## src/rtl/blood_sprite_reader.sv

```systemverilog
// Blood-splatter sprite reader: one-shot frame animation FSM, ROM address
// generation and a 2-clock pixel pipeline that absorbs the ROM latency.
//
// Ports:
//   clk, rst_n             pixel clock, async active-low reset
//   trigger                start/restart; samples origin_x/origin_y (and mirror)
//   origin_x, origin_y     sprite top-left corner
//   frame_tick             once-per-frame (vsync) pulse that paces the animation
//   pixel_x, pixel_y       current VGA position; video_on = active region
//   rom_row, rom_col       6-bit ROM address, driven every cycle
//   frame_sel              frame ROM select
//   rom_color              ROM colour, valid 1 clk after the address
//   blood_rgb, blood_on    registered colour / opaque-and-visible flag
//   busy, done             animation running / 1-cycle end-of-animation pulse
//
// Optional feature: define BLOOD_MIRROR_EN to add the `mirror` input, which
// is latched on trigger and flips the sprite horizontally.
module blood_sprite_reader #(
    parameter int          NUM_FRAMES  = 10,
    parameter int          FRAME_HOLD  = 4,
    parameter logic [11:0] TRANSPARENT = 12'h000,
    parameter int          COORD_W     = 10,
    localparam int FS_W = (NUM_FRAMES > 1) ? $clog2(NUM_FRAMES) : 1,
    localparam int HC_W = (FRAME_HOLD > 1) ? $clog2(FRAME_HOLD) : 1
) (
    input  logic               clk,
    input  logic               rst_n,
    input  logic               trigger,
    input  logic [COORD_W-1:0] origin_x,
    input  logic [COORD_W-1:0] origin_y,
`ifdef BLOOD_MIRROR_EN
    input  logic               mirror,
`endif
    input  logic               frame_tick,
    input  logic [COORD_W-1:0] pixel_x,
    input  logic [COORD_W-1:0] pixel_y,
    input  logic               video_on,
    output logic [5:0]         rom_row,
    output logic [5:0]         rom_col,
    output logic [FS_W-1:0]    frame_sel,
    input  logic [11:0]        rom_color,
    output logic [11:0]        blood_rgb,
    output logic               blood_on,
    output logic               busy,
    output logic               done
);

    typedef enum logic {
        IDLE = 1'b0,
        PLAY = 1'b1
    } state_t;

    state_t             state_q, state_d;
    logic [COORD_W-1:0] org_x_q, org_x_d;
    logic [COORD_W-1:0] org_y_q, org_y_d;
    logic [FS_W-1:0]    frame_sel_q, frame_sel_d;
    logic [HC_W-1:0]    hold_cnt_q, hold_cnt_d;
    logic               done_q, done_d;
    logic               in_box_d1_q, in_box_d1_d;
    logic               blood_on_q, blood_on_d;
    logic [11:0]        blood_rgb_q, blood_rgb_d;
`ifdef BLOOD_MIRROR_EN
    logic               mirror_q, mirror_d;
`endif

    // FSM next state
    always_comb begin
        state_d     = state_q;
        org_x_d     = org_x_q;
        org_y_d     = org_y_q;
        frame_sel_d = frame_sel_q;
        hold_cnt_d  = hold_cnt_q;
        done_d      = 1'b0;
`ifdef BLOOD_MIRROR_EN
        mirror_d    = mirror_q;
`endif
        if (trigger) begin
            // Start or restart; a simultaneous frame_tick is dropped.
            state_d     = PLAY;
            org_x_d     = origin_x;
            org_y_d     = origin_y;
            frame_sel_d = '0;
            hold_cnt_d  = '0;
`ifdef BLOOD_MIRROR_EN
            mirror_d    = mirror;
`endif
        end else begin
            unique case (state_q)
                IDLE: ;
                PLAY: begin
                    if (frame_tick) begin
                        if (hold_cnt_q < HC_W'(FRAME_HOLD - 1)) begin
                            hold_cnt_d = hold_cnt_q + 1'b1;
                        end else begin
                            hold_cnt_d = '0;
                            if (frame_sel_q < FS_W'(NUM_FRAMES - 1)) begin
                                frame_sel_d = frame_sel_q + 1'b1;
                            end else begin
                                frame_sel_d = '0;
                                state_d     = IDLE;
                                done_d      = 1'b1;
                            end
                        end
                    end
                end
                default: state_d = IDLE;
            endcase
        end
    end

    // Address path: one extra bit so origins near the right/bottom edge
    // cannot wrap the box end back onto small coordinates.
    logic [COORD_W:0] px_w, py_w, ox_w, oy_w, ox_end, oy_end;
    logic [5:0]       dx, dy;
    logic             in_box;

    always_comb begin
        px_w   = {1'b0, pixel_x};
        py_w   = {1'b0, pixel_y};
        ox_w   = {1'b0, org_x_q};
        oy_w   = {1'b0, org_y_q};
        ox_end = ox_w + (COORD_W+1)'(64);
        oy_end = oy_w + (COORD_W+1)'(64);
        dx     = 6'(px_w - ox_w);
        dy     = 6'(py_w - oy_w);
        in_box = (state_q == PLAY) & video_on
               & (px_w >= ox_w) & (px_w < ox_end)
               & (py_w >= oy_w) & (py_w < oy_end);
    end

    assign rom_row = dy;
`ifdef BLOOD_MIRROR_EN
    assign rom_col = mirror_q ? (6'd63 - dx) : dx;
`else
    assign rom_col = dx;
`endif

    // Pipeline: stage 1 aligns in_box with the ROM's registered address,
    // stage 2 qualifies the returned colour.
    always_comb begin
        in_box_d1_d = in_box;
        blood_on_d  = in_box_d1_q & (rom_color != TRANSPARENT);
        blood_rgb_d = blood_on_d ? rom_color : 12'h000;
    end

    always_ff @(posedge clk or negedge rst_n) begin
        if (!rst_n) begin
            state_q     <= IDLE;
            org_x_q     <= '0;
            org_y_q     <= '0;
            frame_sel_q <= '0;
            hold_cnt_q  <= '0;
            done_q      <= 1'b0;
            in_box_d1_q <= 1'b0;
            blood_on_q  <= 1'b0;
            blood_rgb_q <= 12'h000;
`ifdef BLOOD_MIRROR_EN
            mirror_q    <= 1'b0;
`endif
        end else begin
            state_q     <= state_d;
            org_x_q     <= org_x_d;
            org_y_q     <= org_y_d;
            frame_sel_q <= frame_sel_d;
            hold_cnt_q  <= hold_cnt_d;
            done_q      <= done_d;
            in_box_d1_q <= in_box_d1_d;
            blood_on_q  <= blood_on_d;
            blood_rgb_q <= blood_rgb_d;
`ifdef BLOOD_MIRROR_EN
            mirror_q    <= mirror_d;
`endif
        end
    end

    assign frame_sel = frame_sel_q;
    assign busy      = (state_q == PLAY);
    assign done      = done_q;
    assign blood_on  = blood_on_q;
    assign blood_rgb = blood_rgb_q;

endmodule

```

## config.mk

```make
export PLATFORM = sky130hd
export DESIGN_NAME = blood_sprite_reader
export DESIGN_NICKNAME = d
export VERILOG_FILES = /design/src/rtl/blood_sprite_reader.sv
export SDC_FILE = /design/constraint.sdc
export NUM_CORES = 1
export LEC_CHECK = 0
export CAP_MARGIN = 0
export CORE_UTILIZATION = 46
export DETAILED_ROUTE_END_ITERATION = 8
export GPL_ROUTABILITY_DRIVEN = 0
export GPL_TIMING_DRIVEN = 0
export PLACE_DENSITY = 0.86
export SYNTH_ARGS = -nofsm -noshare
export SYNTH_HDL_FRONTEND = slang
export SYNTH_SLANG_ARGS = --single-unit
```

## constraint.sdc

```tcl
create_clock -name clk -period 2.9 [get_ports clk]
set_clock_uncertainty 0.15 [all_clocks]
set_input_delay 0.58 -clock clk [delete_from_list [all_inputs] [get_ports clk]]
set_output_delay 0.58 -clock clk [all_outputs]
set_load 0.02 [all_outputs]
```

### Yosys cells after proc, flatten, opt, wreduce, memory -nomap -nowiden

Cells that the tools add are included.

* bitwise gates (word level): 6
* muxes and demuxes: 20
* add/sub/neg operators: 6
* magnitude comparators: 6
* reduce and logical (&&, ||, !) cells: 5
* equality and inequality tests: 1

Operators by type and width (number)
* 10-bit by 7-bit adder with 11-bit output (second input constant): 2
* 10-bit by 11-bit < comparator with 1-bit output: 2
* 10-bit greater-or-equal comparator: 2
* 4-bit 2-to-1 mux: 5
* 12-bit 2-to-1 mux: 1
* 12-bit nonzero test: 1
* 6-bit subtractor: 2
* 1-bit 2-to-1 mux: 10
* 2-bit 2-to-1 mux: 4
* 1-bit AND: 6
* 4-bit by 1-bit adder with 4-bit output (second input constant): 1
* 4-bit < comparator (second input constant): 1
* 2-bit nonzero test: 2
* 3-bit AND reduction: 1
* 2-bit by 1-bit adder with 2-bit output (second input constant): 1
* 2-bit < comparator (second input constant): 1
* 2-bit != test (second input constant): 1
* 2-bit AND reduction: 1

* flip-flop bits (word level): 42
* output and inout bits: 31
* logic and storage cells: 53
* input bits: 57

### Longest topological paths before layout

Gate-level depths: netlist (run 1).

* word-level depth: 6
* gate-level depth with buffers: 9
* gate-level depth less buffers: 9

### Least setup slack after synthesis (run 1)

OpenSTA, ideal clock, no wires.

* kind: in2out
* start point: input port pixel_y[0]
* end point: output port rom_row[4]
* buffers on the path: 0
* stages: 7
* slack: 0.259 ns
* arrival time: 1.911 ns
* required time: 2.170 ns
* cell sequence: inv_1 -> ha_1 -> fa_1 -> nor2b_1 -> o21ai_0 -> nor2b_1 -> xnor2_1

* word-level cells in the longest chain between the ends: 1

RTL lines
* start, declared: line 36 `input logic [COORD_W-1:0] pixel_y,`
* 6-bit subtractor: line 125 `dy = 6'(py_w - oy_w);`
* end, declared: line 38 `output logic [5:0] rom_row,`

No other way between the ends.

### Final worst setup path (run 1)

* start point: input port pixel_y[2]
* end point: output port rom_row[4]

The elaborated chain is that of the path after synthesis.

==> results.md, run 1 <==
- dfrtp_1 — most frequently used cell type in the post-synthesis netlist
- 4 — detailed-routing iteration count for the pre-antenna-repair pass
- 100% — post-synthesis async set-or-reset flop share
- 271 — synthesized instance count
- 1440 um2 — multi-input combinational cell area
- input port to async pin — Hold/Removal Path Class
- 460 — layout net count
- 5 — crit-path max FO
- 459 nW/um2 — Pwr Density
- 2600 um2 — mapped cell area
- 427 — placed cell count
- 0 — Final Max Tran Viols
- 439 — filler-free cell count of the finished design
- 10.6% — share of cells above drive strength 1
- 4590 um — dpl hpwl
- 363 — net count of the mapped netlist
- -0.723 ns — Post-Place Setup Slack
- 9.58 um2 — mean cell area of the mapped netlist
- 86 — number of I/O port buffers
- output port — CP endpoint kind
- 42 — count of state elements after synthesis
- clkbuf_8 — Clk Tree Root Cell
- 2 — clock buffer depth
- 0.267 ns — hold slack final
- 88 — Top-Level Pins
- 0.09 ns — Clock transition at path regs
- complete, no violations — status
- 13.6 um — mean routed wirelength per cell
- 42 x dfrtp_1, 38 x inv_1, 33 x ha_1, 27 x o21ai_0, 26 x nand2_1 — most frequent cells after synthesis
- 39 — distinct cell type count of the synthesized netlist
- 0.62 ns — Register-to-Register Setup Slack
- 0 — Post-synth EDFFs
- 419 — total of fill cells in the finished design
- 77.1 um — die span in x
- clkdlybuf4s50_1 — library cell contributing the largest single delay on the critical path
- 0 — global route total overflow
- 0 — Yosys warning total
- 3540 um2 — Placement Cell Area
- 85 — Detailed Route Iter0 Violations
- 2.81 ns — shortest period the worst path allows
- 10200 um — global-route wire length before repair
- 40.5% — portion of synthesized cell area occupied by the leading cell type
- 0.356 GHz — Max Clk Rate
- 2250 — vias
- in_box_d1_q$_DFF_PN0_ — Crit Reg-Reg Endpoint
- 0.52 ns — longest individual stage delay on the worst path
- dfrtp_1 — cell taking the most area after synthesis
- 3730 um2 — Finished Cell Area
- 8 — depth of the worst register-to-register path
- 2324 — via count of the first global-routing pass
- 40.5% — proportion of synthesized chip area in sequential cells
- 5 — Inserted Clock Buffers
- 42 — Clock Sink Count
- 0 — number of antenna violations at the first check in global routing
- 0 — post-detailed-route DRC marker count
- 5.13 — post-DR vias/cell
- 0.0880 ns — post-route setup slack
- org_x_q[6]$_DFFE_PN0P_ — launching point of the worst reg2reg path
- 1.72 nW — Static Leakage
- 0 ns — setup TNS after final layout
- 26 — count of standard-cell rows
- 5970 um — Detailed Route WL
- 0.926 ns — actual slew at the worst max-slew pin
- 43 — largest net degree at the start of global routing
- 38.2% — max-slew headroom at the worst pin
- 70.8% — fraction of the core area covered by cells at the end of the flow
- 0.29 ns — Worst-Skew Late Latency
- 0 — final setup violating endpoints
- 49.3% — Initial Util
- 97.0% — ratio of final minimum period to clock period
- 0 — hold buffer count at cts
- input port to output port — category of the most critical setup path
- 43.6% — signed area change from the synthesized netlist to the final layout
- 2.08 ns — signal arrival time at the worst endpoint
- 1.71 mW — Power, Total
- 1050 um2 — register cell area after layout
- 0 — Max-cap violations
- 2 — maximum level of the CTS H-tree
- dfrtp_1 40%, ha_1 16%, inv_1 5.5% — leading post-synthesis cells by cell area
- 21.4% — total global routing track utilization
- built — CTS tree
- 0 — residual antenna-violating net count after detailed routing
- 0 — antenna diode count
- clkdlybuf4s50_1 > ha_4 > nor2b_1 > o21ai_1 > nor2b_2 > xnor2_1 > buf_4 — cells along the critical path
- dfrtp_1 — most instantiated flip-flop cell in the synthesis netlist
- input port — element type at the critical path start
- 5270 um2 — area inside the core boundary
- 0.281 mV — VDD IR max
- 0 — hold violation count in the final report
- 77.1 um — y dimension of the die
- 5950 um2 — die footprint
- 2.17 ns — critical path data required time
worst max-delay path: cells and delay by family:
family          cells  cell delay [ns]
compound gates      1             0.15
xor+xnor            1             0.12
fa+ha+maj           1             0.24
buf+inv             2             0.68
simple gates        2             0.31
flip-flops by register name, indices dropped and copies added, names as in the netlist, 2 cells and up:
register	count
org_y_q	10
hold_cnt_q	2
frame_sel	4
blood_rgb	12
org_x_q	10
placed cells by master, fill, tap and decap left out, types with 4 or more instances in the layout:
| master | n |
|---|---|
| a21o_1 | 4 |
| a21oi_1 | 6 |
| and2_1 | 12 |
| buf_4 | 8 |
| clkbuf_1 | 4 |
| clkbuf_8 | 5 |
| clkdlybuf4s50_1 | 70 |
| dfrtp_1 | 42 |
| dlygate4sd2_1 | 6 |
| ha_1 | 28 |
| inv_1 | 37 |
| nand2_1 | 26 |
| nand3_1 | 8 |
| nor2_1 | 4 |
| nor3_1 | 5 |
| nor4_1 | 6 |
| o2111ai_1 | 4 |
| o21a_1 | 4 |
| o21ai_0 | 25 |
| xnor2_1 | 9 |
layout make-up:
cell class | instances | share of cell area [%]
clock inverters | 3 | 1.31
repair buffers | 90 | 23.4
clock buffers | 5 | 1.85
plain buffers | 6 | 0.638
multi-input cells | 185 | 38.5
inverters | 38 | 3.83
flip-flops and latches | 42 | 28.2
well taps | 70 | 2.35
cells by family (layout without fill, tap and decap cells):
group,Yosys count,in the layout,share of synthesized area (%)
compound gates,68,68,17.8
xor+xnor,10,10,3.37
fa+ha+maj,35,35,17.4
buf+inv,44,142,6.41
flops,42,42,40.5
mux,3,3,1.30
simple gates,69,69,13.2
worst max-delay path by stage:
stage / slack [ns] / cells past startpoint / to / startpoint
global placement: -0.67 / 9 / rom_row[4] / pixel_y[0]
global route: -0.001 / 7 / rom_row[5] / pixel_y[3]
detailed placement: -0.72 / 8 / rom_col[5] / pixel_x[1]
finish: 0.09 / 7 / rom_row[4] / pixel_y[2]
floorplan: 0.26 / 7 / rom_row[4] / pixel_y[0]
CTS: -0.06 / 9 / rom_col[4] / pixel_x[0]
layer usage:
| metal | vias to the layer above | wire length, um | track usage [%] |
|---|---|---|---|
| met5 | - | 0 | 0 |
| met4 | 0 | 43 | 7.36 |
| met2 | 68 | 3020 | 37.8 |
| met1 | 1035 | 2630 | 26.1 |
| met3 | 4 | 273 | 3.69 |
| li1 | 1143 | - | - |
report_power, final:
part	switching [mW]	internal, mW	total [mW]
Sequential	0.0243	0.622	0.647
Clock	0.216	0.262	0.479
Combinational	0.300	0.288	0.587
what timing repair did:
| item | in CTS | in global routing |
|---|---|---|
| endpoints found under the setup margin | 10 | 6 |
| buffers inserted | 2 | 2 |
| pin swaps | 8 | 11 |
| gates resized for setup | 42 | 12 |
| endpoints found under the hold margin | 0 | 0 |
Power figures use the tool's default switching activity.
==> run 2, diff against run 1 <==
GPL_TIMING_DRIVEN = default   (was 0)
MAX_ROUTING_LAYER = met4   (was default)
==> run 2 against run 1 <==
Effect of this change:
- total power down 1.9%
- critical endpoint unchanged
- global-route usage up 2.1 points
- count of clock-buffer cells in the layout unchanged
- register-to-register slack worse by 0.28 ns
- critical path depth up 2
- sequential power about the same
- non-clock buffer count up 16
- utilization up 2.4 points
- hold slack better by 0.0029 ns
- worst setup slack worse by 0.032 ns
- final cell count up 3.6%
==> results.md, run 2 (synthesis gave the netlist of run 1 again) <==
- complete, no violations — status
- 54 — Detailed Route Iter0 Violations, -36%
- 0 — final setup violating endpoints, unchanged
- 455 — filler-free cell count of the finished design, +3.6%
- 98.1% — ratio of final minimum period to clock period, +1.1 points
- 2 — crit-path max FO, -3
- 2 — clock buffer depth, unchanged
- 2 — maximum level of the CTS H-tree, unchanged
- 14.8% — share of cells above drive strength 1, +4.2 points
- 2435 — via count of the first global-routing pass, +4.8%
- 88 — Top-Level Pins, unchanged
- 5.17 — post-DR vias/cell, +0.94%
- 4 — detailed-routing iteration count for the pre-antenna-repair pass, unchanged
- 1050 um2 — register cell area after layout, unchanged
- 42 — Clock Sink Count, unchanged
- 0 — number of antenna violations at the first check in global routing, unchanged
- 73.2% — fraction of the core area covered by cells at the end of the flow, +2.4 points
- 0.34 ns — Register-to-Register Setup Slack, -0.28 ns
- 1.81 nW — Static Leakage, +5.2%
- input port to async pin — Hold/Removal Path Class
- 2.11 ns — signal arrival time at the worst endpoint, +0.03 ns
- 5 — Inserted Clock Buffers, unchanged
- 0 — global route total overflow, unchanged
- 77.1 um — y dimension of the die, unchanged
- input port — element type at the critical path start
- 10900 um — global-route wire length before repair, +7.1%
- 0 — Final Max Tran Viols, unchanged
- 49.3% — Initial Util, unchanged
- 0.0559 ns — post-route setup slack, -0.0321 ns
- in_box_d1_q$_DFF_PN0_ — Crit Reg-Reg Endpoint
- 70 x clkdlybuf4s50_1, 42 x dfrtp_1, 38 x inv_1 — leading cell types in the layout, fill and taps excluded
- 4860 um — dpl hpwl, +5.8%
- -0.715 ns — Post-Place Setup Slack, +0.00758 ns
- 0.930 ns — actual slew at the worst max-slew pin, +0.00351 ns
- clkbuf_8 — Clk Tree Root Cell
- 5950 um2 — die footprint, unchanged
- 12 — depth of the worst register-to-register path, +4
- output port — CP endpoint kind
- input port to output port — category of the most critical setup path
- 5270 um2 — area inside the core boundary, unchanged
- 0.352 GHz — Max Clk Rate, -1.1%
- 87 — number of I/O port buffers, +1.2%
- 0 — Max-cap violations, unchanged
- 2.84 ns — shortest period the worst path allows, +0.0321 ns
- 26 — count of standard-cell rows, unchanged
- 436 nW/um2 — Pwr Density, -5.2%
- org_y_q[0]$_DFFE_PN0P_ — launching point of the worst reg2reg path
- built — CTS tree
- 414 — total of fill cells in the finished design, -1.2%
- 2.17 ns — critical path data required time, about the same
- 476 — layout net count, +3.5%
- 38.0% — max-slew headroom at the worst pin, -0.23 points
- 0.346 mV — VDD IR max, +23%
- 48.5% — signed area change from the synthesized netlist to the final layout
- 1440 um2 — multi-input combinational cell area, +0.52%
- 0 — residual antenna-violating net count after detailed routing, unchanged
- clkdlybuf4s50_1 — leading cell type in the layout, fill and taps excluded
- 0 — antenna diode count, unchanged
- 0.29 ns — Worst-Skew Late Latency, about the same
- 0.09 ns — Clock transition at path regs, about the same
- 6450 um — Detailed Route WL, +8.1%
- 14.2 um — mean routed wirelength per cell, +4.3%
- 2354 — vias, +4.6%
- 0 ns — setup TNS after final layout, unchanged
- 77.1 um — die span in x, unchanged
- 0 — hold violation count in the final report, unchanged
- 3680 um2 — Placement Cell Area, +4.1%
- 23.5% — total global routing track utilization, +2.1 points
- 443 — placed cell count, +3.7%
- 3860 um2 — Finished Cell Area, +3.4%
- 0 — post-detailed-route DRC marker count, unchanged
- 46 — largest net degree at the start of global routing, +7.0%
- 12 — number of flip-flops under the largest register name, unchanged
==> run 2: changes by cell type in the layout (fill, tap and decap cells not counted), sizes merged <==
cell	change
dlygate4sd2	+1
clkdlybuf4s15	-1
dlymetal6s2s	+1
clkbuf	-4
bufinv	-1
clkinvlp	+1
buf	+19
==> run 2: worst max path at each step <==
stage	slack (ns)	end	start	depth (start not counted)
after floorplan	0.26	rom_row[4]	pixel_y[0]	7
after global placement	-0.60	rom_col[5]	pixel_x[1]	8
after detailed placement	-0.72	rom_col[5]	pixel_x[1]	8
after CTS	-0.09	rom_col[4]	pixel_x[0]	9
after global routing	-0.009	rom_row[5]	pixel_y[1]	8
final	0.06	rom_row[4]	pixel_y[0]	9
==> run 2: final cells by class <==
cell class	count	area share [%]
Inverter	38	3.70
Tap cell	70	2.27
Timing Repair Buffer	112	27.0
Clock buffer	5	1.78
Sequential cell	42	27.3
Clock inverter	3	0.616
Multi-Input combinational cell	185	37.4
==> run 2: power breakdown <==
group	leakage [nW]	internal [mW]	switching, mW
Combinational	1.23	0.328	0.315
Clock	0.0408	0.172	0.216
Sequential	0.540	0.622	0.0255
==> run 2: metrics by stage <==
| step | hold slack, ns | total power, mW |
|---|---|---|
| 2_1_floorplan | 0.134 | 0.986 |
| 3_3_place_gp | 0.346 | 1.26 |
| 3_5_place_dp | 0.360 | 1.28 |
| 4_1_cts | 0.306 | 1.67 |
| 5_1_grt | 0.336 | 1.78 |
| 6_report | 0.270 | 1.68 |
==> run 2: worst max-delay path: stages <==
cell	delay, ns
dlygate4sd2_1	0.20
inv_1	0.04
ha_2	0.19
fa_2	0.37
nor2b_2	0.15
o21ai_1	0.09
nor2b_2	0.16
xnor2_1	0.17
buf_4	0.17
==> run 2: timing repair <==
action | CTS | global route
gates resized for setup | 42 | 11
endpoints found under the setup margin | 10 | 8
buffers inserted | 4 | 0
pin swaps | 3 | 10
hold buffers | 0 | 0
==> run 2: layer usage <==
metal	GRT usage, %	vias up	share of wire, %
met3	5.00	4	4.7
met5	-	-	0
met1	26.4	1109	41
li1	-	1171	-
met2	41.6	70	53
met4	6.98	0	0.91
